**src/rtl/fano_out_arbiter.sv**
```systemverilog
// Per-channel FIFOs merged round-robin onto one valid/ready output stream.
// Define FANO_ARB_STATS_EN to build the saturating per-channel word counters.
module fano_out_arbiter #(
    parameter  int N_CHS      = 4,
    parameter  int DW         = 32,
    parameter  int FIFO_DEPTH = 4,
    localparam int CH_W       = (N_CHS > 1) ? $clog2(N_CHS) : 1
) (
    input  logic                  clk,
    input  logic                  reset_n,
    input  logic [N_CHS-1:0]      i_vld,
    input  logic [DW*N_CHS-1:0]   i_data,
    input  logic [N_CHS-1:0]      i_ch_en,
    input  logic [N_CHS-1:0]      i_ovf_clr,
    output logic                  o_valid,
    input  logic                  i_ready,
    output logic [DW-1:0]         o_data,
    output logic [CH_W-1:0]       o_ch,
    output logic [N_CHS-1:0]      o_overflow,
    output logic [16*N_CHS-1:0]   o_word_cnt
);

    localparam int AW = $clog2(FIFO_DEPTH);
    localparam int CW = AW + 1;

    logic [N_CHS-1:0]         nempty;
    logic [N_CHS-1:0]         wr_req;
    logic [N_CHS-1:0]         wr_acc;
    logic [N_CHS-1:0]         pop;
    logic [N_CHS-1:0]         drop;
    logic [N_CHS-1:0][DW-1:0] head;

    logic [CH_W-1:0]  rr_q, rr_d;
    logic [CH_W-1:0]  gnt;
    logic [CH_W-1:0]  idx;
    logic             gnt_vld;
    logic             load;

    logic             valid_q;
    logic [DW-1:0]    data_q;
    logic [CH_W-1:0]  ch_q;
    logic [N_CHS-1:0] ovf_q, ovf_d;

    function automatic logic [CH_W-1:0] wrap(input int v);
        return CH_W'(v % N_CHS);
    endfunction

    for (genvar c = 0; c < N_CHS; c++) begin : g_ch
        logic [DW-1:0] mem_q [FIFO_DEPTH];
        logic [AW-1:0] wptr_q;
        logic [AW-1:0] rptr_q;
        logic [CW-1:0] cnt_q, cnt_d;

        assign nempty[c] = (cnt_q != '0);
        assign wr_req[c] = i_vld[c] & i_ch_en[c];
        assign pop[c]    = load & (gnt == CH_W'(c));
        // a full FIFO still takes the word if its head leaves on this edge
        assign wr_acc[c] = wr_req[c] & ((cnt_q != CW'(FIFO_DEPTH)) | pop[c]);
        assign drop[c]   = wr_req[c] & ~wr_acc[c];
        assign head[c]   = mem_q[rptr_q];
        assign cnt_d     = cnt_q + CW'(wr_acc[c]) - CW'(pop[c]);

        always_ff @(posedge clk) begin
            if (wr_acc[c]) begin
                mem_q[wptr_q] <= i_data[DW*(c+1)-1 -: DW];
            end
        end

        always_ff @(posedge clk or negedge reset_n) begin
            if (!reset_n) begin
                wptr_q <= '0;
                rptr_q <= '0;
                cnt_q  <= '0;
            end else begin
                if (wr_acc[c]) begin
                    wptr_q <= wptr_q + 1'b1;
                end
                if (pop[c]) begin
                    rptr_q <= rptr_q + 1'b1;
                end
                cnt_q <= cnt_d;
            end
        end
    end

    always_comb begin
        gnt     = '0;
        gnt_vld = 1'b0;
        idx     = '0;
        for (int i = 0; i < N_CHS; i++) begin
            idx = wrap(int'(rr_q) + i);
            if (!gnt_vld && nempty[idx]) begin
                gnt_vld = 1'b1;
                gnt     = idx;
            end
        end
    end

    assign load = (~valid_q | i_ready) & gnt_vld;

    always_comb begin
        rr_d  = rr_q;
        ovf_d = (ovf_q & ~i_ovf_clr) | drop;
        if (load) begin
            rr_d = (gnt == CH_W'(N_CHS - 1)) ? '0 : gnt + 1'b1;
        end
    end

    always_ff @(posedge clk or negedge reset_n) begin
        if (!reset_n) begin
            valid_q <= 1'b0;
            data_q  <= '0;
            ch_q    <= '0;
            rr_q    <= '0;
            ovf_q   <= '0;
        end else begin
            if (load) begin
                valid_q <= 1'b1;
                data_q  <= head[gnt];
                ch_q    <= gnt;
            end else if (i_ready) begin
                valid_q <= 1'b0;
            end
            rr_q  <= rr_d;
            ovf_q <= ovf_d;
        end
    end

    assign o_valid    = valid_q;
    assign o_data     = data_q;
    assign o_ch       = ch_q;
    assign o_overflow = ovf_q;

`ifdef FANO_ARB_STATS_EN
    for (genvar c = 0; c < N_CHS; c++) begin : g_stat
        logic [15:0] wc_q, wc_d;
        logic        hit;

        assign hit  = valid_q & i_ready & (ch_q == CH_W'(c));
        assign wc_d = (hit && wc_q != 16'hFFFF) ? wc_q + 16'd1 : wc_q;

        always_ff @(posedge clk or negedge reset_n) begin
            if (!reset_n) begin
                wc_q <= '0;
            end else begin
                wc_q <= wc_d;
            end
        end

        assign o_word_cnt[16*(c+1)-1 -: 16] = wc_q;
    end
`else
    assign o_word_cnt = '0;
`endif

endmodule

```
**config.mk**
```make
export PLATFORM = sky130hd
export DESIGN_NAME = fano_out_arbiter
export DESIGN_NICKNAME = d
export VERILOG_FILES = /design/src/rtl/fano_out_arbiter.sv
export SDC_FILE = /design/constraint.sdc
export NUM_CORES = 1
export LEC_CHECK = 0
export CAP_MARGIN = 20
export CORE_ASPECT_RATIO = 2
export CORE_MARGIN = 5
export CORE_UTILIZATION = 40
export CTS_CLUSTER_DIAMETER = 50
export DETAILED_ROUTE_END_ITERATION = 12
export GPL_TIMING_DRIVEN = 0
export SYNTH_ARGS = -nofsm -noshare
export SYNTH_HDL_FRONTEND = slang
export SYNTH_SLANG_ARGS = --single-unit
```
**constraint.sdc**
```tcl
create_clock -name clk -period 4.7 [get_ports clk]
set_input_delay 1.175 -clock clk [delete_from_list [all_inputs] [get_ports clk]]
set_output_delay 1.175 -clock clk [all_outputs]
set_load 0.05 [all_outputs]
```
Word level (Yosys, flattened, before mapping). Memory sizes are Yosys's and may differ from the RTL's. Cells that the tools add are included.

Input bits: 143. Word-level logic and storage cells: 124. Memories: 4. Memory bits (writable): 512. Register bits: 69.

Magnitude comparators: 5. Muxes and demuxes: 29. Eq/ne operators: 7. Reduce and logical (&&, ||, !) cells: 12. Bitwise gates (word level): 30. $add $sub $neg: 20.

Memory list: g_ch[0].mem_q (depth 4, bits a word 32, read ports 1, clocked after memory_dff 0, write ports 1, line 49) `logic [DW-1:0] mem_q [FIFO_DEPTH];`; g_ch[1].mem_q (depth 4, bits a word 32, read ports 1, clocked after memory_dff 0, write ports 1, line 49); g_ch[2].mem_q (depth 4, bits a word 32, read ports 1, clocked after memory_dff 0, write ports 1, line 49); g_ch[3].mem_q (depth 4, bits a word 32, read ports 1, clocked after memory_dff 0, write ports 1, line 49).

Operators by type and width (count): 32-bit binary-select mux with 2-bit select (1); 32-bit two-way mux (1); 2-bit by 1-bit adder with 2-bit output (second input constant) (10); 1-bit two-way mux (18); 1-bit bitwise AND (17); 2-bit by 3-bit < comparator with 1-bit output (second input constant) (5); 3-bit by 1-bit adder with 3-bit output (4); 3-bit != test (second input constant) (4); 3-bit nonzero test (4); 3-bit by 1-bit subtractor with 3-bit output (4); 2-bit two-way mux (5); 1-bit binary-select mux with 2-bit select (4); 1-bit inverter (5); 1-bit OR (5); 2-bit adder (second input constant) (2); 4-bit bitwise AND (1); 2-bit equality test (second input constant) (2); 4-bit inverter (1); 4-bit OR (1); 1-bit logical AND (3); 1-bit logical NOT (3); 2-bit by 1-bit equality test with 1-bit output (second input constant) (1); 2-bit logical NOT (1); 2-bit nonzero test (1).

Depth between registers and ports, before layout.
Word-level depth: 20. Mapped depth: 15. Depth with buffers taken out: 12.

Least setup slack after synthesis. No wires, ideal clock.

Path kind: input to register. Start: input i_ready. End: memory g_ch[2].mem_q[0][0], enable pin. Slack: -139 ps. Data arrival time: 4371 ps. Data required time: 4232 ps. Cell stages on the path: 5. Library setup time: 468 ps. Path buffers: 0. Cells stage by stage: nand2b_1 o41ai_4 a31oi_1 a21boi_1 nor3b_1.

Longest elaborated chain between the ends: 7.

Ends and longest elaborated chain: from (decl) (line 16) `input logic i_ready,`; 1-bit OR (line 99) `assign load = (~valid_q | i_ready) & gnt_vld;`; 1-bit bitwise AND (line 99); 1-bit bitwise AND (line 56) `assign pop[c] = load & (gnt == CH_W'(c));`; 1-bit OR (line 58) `assign wr_acc[c] = wr_req[c] & ((cnt_q != CW'(FIFO_DEPTH)) | pop[c]);`; 1-bit bitwise AND (line 58); 1-bit two-way mux (line 64) `if (wr_acc[c]) begin`; 1-bit two-way mux (not written as such) (line 65) `mem_q[wptr_q] <= i_data[DW*(c+1)-1 -: DW];`; to (decl) (line 49).

Every way passes these cells.

Final worst setup path.
Start: register g_ch[1].cnt_q[2]. End: memory g_ch[0].mem_q[2][12], enable pin.

Longest elaborated chain between the ends: 19. Elaborated cells between the ends (all ways): 30. Classes of those cells: mux: 18; bitwise: 4; reduce/logical: 8.

Ends and longest elaborated chain: from (decl) (line 52) `logic [CW-1:0] cnt_q, cnt_d;`; from (signal assigned) (line 81) `cnt_q <= cnt_d;`; 3-bit nonzero test * (line 54) `assign nempty[c] = (cnt_q != '0);`; 1-bit binary-select mux with 2-bit select (line 92) `if (!gnt_vld && nempty[idx]) begin`; 1-bit two-way mux (not written as such) (line 92); 1-bit two-way mux (line 92); 1-bit logical NOT (line 92); 1-bit logical AND (line 92); 1-bit two-way mux (line 92); 1-bit logical NOT (line 92); [... 3 more ...]; 1-bit logical AND (line 92); 1-bit two-way mux or 2-bit two-way mux (tied branches) (line 92); 1-bit bitwise AND or 2-bit logical NOT (tied branches) (line 99, 56); 1-bit bitwise AND * (line 56); 1-bit OR * (line 58); 1-bit bitwise AND * (line 58); 1-bit two-way mux * (line 64); 1-bit two-way mux (not written as such) * (line 65); to (decl) (line 49).

Every way passes the cells marked *; elsewhere a longest branch is shown, timed or not. The select of a mux whose other input is x is not followed.

==> PnR_summary.wiki <==
{| class="wikitable"
! Metric !! Value
|-
| 1st-pass router iterations || 5
|-
| Share of synthesized area spent on multiplexers || 0.1390
|-
| Run status || completed
|-
| GPL Wtd Cong || between 0.8 and 0.9
|-
| R2R depth || 10
|-
| # fillers || between 4000 and 5000
|-
| Placed cells || approximately 2200
|-
| Count of synthesis-stage warnings from yosys || 0
|-
| Fraction of synthesized cell area in xor and xnor cells || 0.006710
|-
| Root buf cell || clkbuf_16
|-
| Critical path startpoint || g_ch[1].cnt_q[2]
|-
| Maximum number of pins on one net before global-route repair || 43
|-
| Mapped Cells || ~1200
|-
| Critical register-to-register path endpoint || g_ch[0].mem_q[2][12]
|-
| Hold_sp || o_overflow[0]
|-
| Post-synthesis compound-gate area fraction || 0.04542
|-
| Seq/Total Area, Yosys || 0.7278
|-
| Buffers from clock root to sink, at most || 3
|-
| Design Power || about 0.017 W
|-
| H-tree level count || 2
|-
| Peak fanout along the critical path || 10
|-
| Clock buffer count from CTS || 49
|-
| Starting density of the core || 0.4038
|-
| Post-route DRC violation count || 0
|-
| Total I/O pin count || ~250
|-
| Overall track demand over capacity in global routing || 0.1691
|-
| Vias || 12120
|-
| Post-synthesis area per instance || just under 20 um^2
|-
| Area growth syn-to-layout || 22.56%
|-
| Area of the multi-input gates || 0.005784 mm^2
|-
| Buffer count from post-CTS setup fixing || 0
|-
| Clock tree from TritonCTS || built
|-
| Hold WS || slightly below 0.5 ns
|-
| Layout cell share with drive strength beyond 1 || 0.2247
|-
| Remaining Overflow, GRT || 0
|-
| Post-synthesis cell type with the largest combined area || edfxtp_1
|-
| Reg-to-reg startpoint || g_ch[1].cnt_q[2]
|-
| Site row count || 125
|-
| Post-synth EDFFs || 512
|-
| Largest family of logic cells by synthesized area || multiplexers
|-
| Total detailed-routing wirelength || roughly 55000 um
|-
| Crit Path Category || reg2reg
|-
| Setup repair after global routing missed its margin || false
|-
| Number of maximum-capacitance constraint violations || 0
|-
| Leakage power || between 9 and 10 nW
|-
| Slack of the worst reg-to-reg path || approximately 0.34 ns
|-
| Fin Clk Skew || ~0.014 ns
|-
| Chip Height || between 300 and 400 um
|-
| FFs w/ async S/R, synth || 0.1188
|-
| Required time at the worst-slack endpoint || about 5.0 ns
|-
| Flip-flop and latch count after synthesis || 581
|-
| Die W || approximately 180 um
|-
| Category of the worst setup path launch point || flip-flop
|-
| Placed wire-length estimate after detailed placement || a little over 40000 um
|-
| Finished Core Util || 0.4950
|-
| Endpoint kind of the worst setup timing path || flip-flop
|-
| Area of the die || approximately 0.064 mm^2
|-
| Violation count after the first detailed-route iteration || between 600 and 700
|-
| Highest clock rate || about 230 MHz
|-
| Clk Latency, worst-skew pair || approximately 0.58 ns
|-
| Antenna violations before repair || 9
|-
| Data arrival time of the worst path || 4.65 ns
|-
| Mean number of vias per cell || about 5.2
|-
| Number of buffers inserted by port buffering || 181
|-
| Unique masters post-synth || 53
|-
| Hold WC Path Type || reg2reg
|-
| Peak ir drop on the vdd network || 0.3318 mV
|-
| Most used flip-flop cell after synthesis || edfxtp_1
|-
| Core footprint || about 0.058 mm^2
|-
| Top cells by area in the synthesized netlist || edfxtp_1 65%, mux4_2 12%, dfrtp_1 7.3%, buf_4 2.0%, a221o_1 1.4%
|-
| Total power per unit cell area || about 600 mW/mm^2
|-
| Capture endpoint of the worst hold path || o_overflow[0]
|-
| Sink count of the clock tree || between 500 and 600
|-
| Max-slew violations || 0
|-
| Routed length per instance || between 20 and 25 um
|-
| Max-slew headroom || 0.2604
|-
| Quantity of gates resized following cts || 0
|-
| Share of the synthesized area in the top cell type || 0.6543
|-
| Portion of the clock cycle consumed by the worst path in the final layout || 0.9284
|-
| Area fraction in and, or, nand and nor cells after synthesis || 0.02599
|-
| Post-Synthesis Cell Area || ~0.023 mm^2
|-
| Total of hold buffers inserted after clock tree synthesis || 0
|-
| Via count of the first global-routing pass || ~13000
|-
| Number of standard cells in the final layout excluding fillers || between 2000 and 2500
|-
| Wire length of the first global-routing pass || between 80000 and 90000 um
|-
| Number of setup violations in the final report || 0
|-
| Worst-margin pin slew || around 1.1 ns
|-
| Net count reported at finish || 1703
|-
| Worst Hold Depth || 1
|-
| Post-synthesis share of cell area spent on full adders, half adders and majority gates || 0.01672
|-
| Antenna viol nets, final || 0
|-
| Setup total negative slack || 0 ns
|-
| Hold Vio Cnt, Final || 0
|-
| Most frequent standard cell in the layout excluding fill and tap cells || edfxtp_1
|-
| Clock Pin Slew Worst Setup and Hold Paths || roughly 0.07 ns
|-
| Sequential cell area || 0.01710 mm^2
|-
| Fin crit period || around 4.4 ns
|-
| Commonest cells after routing, fill and taps aside || 512 x edfxtp_1, 180 x clkdlybuf4s50_1, 128 x mux4_2
|}
flip-flops by register name, indices dropped and copies added (netlist names):
signal / flops
g_ch.cnt_q: 12
g_ch.mem_q: 512
g_ch.rptr_q: 8
g_ch.wptr_q: 8
o_ch: 2
o_data: 32
o_overflow: 4
o_valid: 1
rr_q: 2
critical path: stages (launching register included):
cell and delay (ns):
dfrtp_1 0.43, or3_1 0.44, buf_2 0.19, or3_1 0.37, clkbuf_1 0.26, a31oi_1 0.56
a21boi_1 0.38, nor3b_2 0.81, buf_6 0.28, buf_6 0.18, buf_6 0.16
per-layer routing:
layer  share of wire  vias up  track usage
met3           0.061       76      0.03924
met4           0.027        4      0.05183
met1            0.37     6213       0.1940
met2            0.54      372       0.3116
met5         0.00047        -            0
li1                -     5459            -
worst max-delay path by stage:
| stage | cells after the start | to | slack, ns |
|---|---|---|---|
| global route | 10 | g_ch[0].mem_q[2][6] | 0.16 |
| global placement | 6 | g_ch[2].mem_q[0][7] | -3.46 |
| CTS | 10 | g_ch[0].mem_q[2][6] | 0.28 |
| finish | 10 | g_ch[0].mem_q[2][12] | 0.34 |
| floorplan | 5 | g_ch[2].mem_q[0][0] | -0.14 |
| detailed placement | 9 | g_ch[0].mem_q[2][5] | -0.16 |
cells by family (layout without fill, tap and decap cells):
logic type / count (synthesis) / count (layout)
other: 1 / 71
buffers and inverters: 172 / 482
muxes: 162 / 162
AOI/OAI and AO/OA: 128 / 128
DFF: 581 / 581
xor gates and xnor gates: 18 / 18
and+or+nand+nor: 107 / 107
adders and majority gates: 29 / 29
cell type report:
type | count | area share
buffer | 140 | 0.02698
multi-input combinational | 508 | 0.2009
clock buffer | 62 | 0.04710
tap | 762 | 0.03311
timing repair buffer | 219 | 0.08094
inverter | 32 | 0.004171
sequential | 581 | 0.5938
clock inverter | 29 | 0.01238
antenna | 7 | 0.0006083
synth_stat cells, types with 2 or more instances:
| cell type | n |
|---|---|
| a221o_1 | 32 |
| nor4_1 | 3 |
| inv_1 | 30 |
| fa_1 | 4 |
| ha_1 | 25 |
| o31ai_1 | 33 |
| nor3b_1 | 9 |
| mux2_2 | 11 |
| mux4_2 | 128 |
| nor3_1 | 7 |
| and3_1 | 2 |
| buf_2 | 9 |
| o311ai_1 | 2 |
| inv_2 | 2 |
| and2_1 | 9 |
| nand4_1 | 32 |
| xor2_1 | 7 |
| edfxtp_1 | 512 |
| a211oi_1 | 32 |
| buf_4 | 64 |
| a21boi_1 | 2 |
| clkbuf_1 | 58 |
| xnor2_1 | 11 |
| a311o_1 | 2 |
| dfrtp_1 | 69 |
| nor2_1 | 9 |
| o21ai_0 | 2 |
| buf_1 | 9 |
| nand3_1 | 10 |
| a21oi_1 | 4 |
| a21o_1 | 3 |
| or3_1 | 6 |
| a32o_1 | 2 |
| mux2_1 | 23 |
| nand2_1 | 15 |
| a31oi_1 | 3 |
per-stage QoR:
| stage | setup slack, ns | instance area [um^2] |
|---|---|---|
| finish | 0.3365 | 28800 |
| CTS | 0.2798 | 28740 |
| global route | 0.1550 | 28780 |
| floorplan | -0.1394 | 23730 |
| global placement | -3.456 | 26500 |
| detailed placement | -0.1614 | 27030 |
where the power goes:
part	leakage (nW)	internal, W	switching, W
clock	0.846	0.00249	0.00183
sequential	5.48	0.00644	0.000355
combinational	3.54	0.00263	0.00354
total	9.87	0.0116	0.00573
Power figures use the tool's default switching activity.
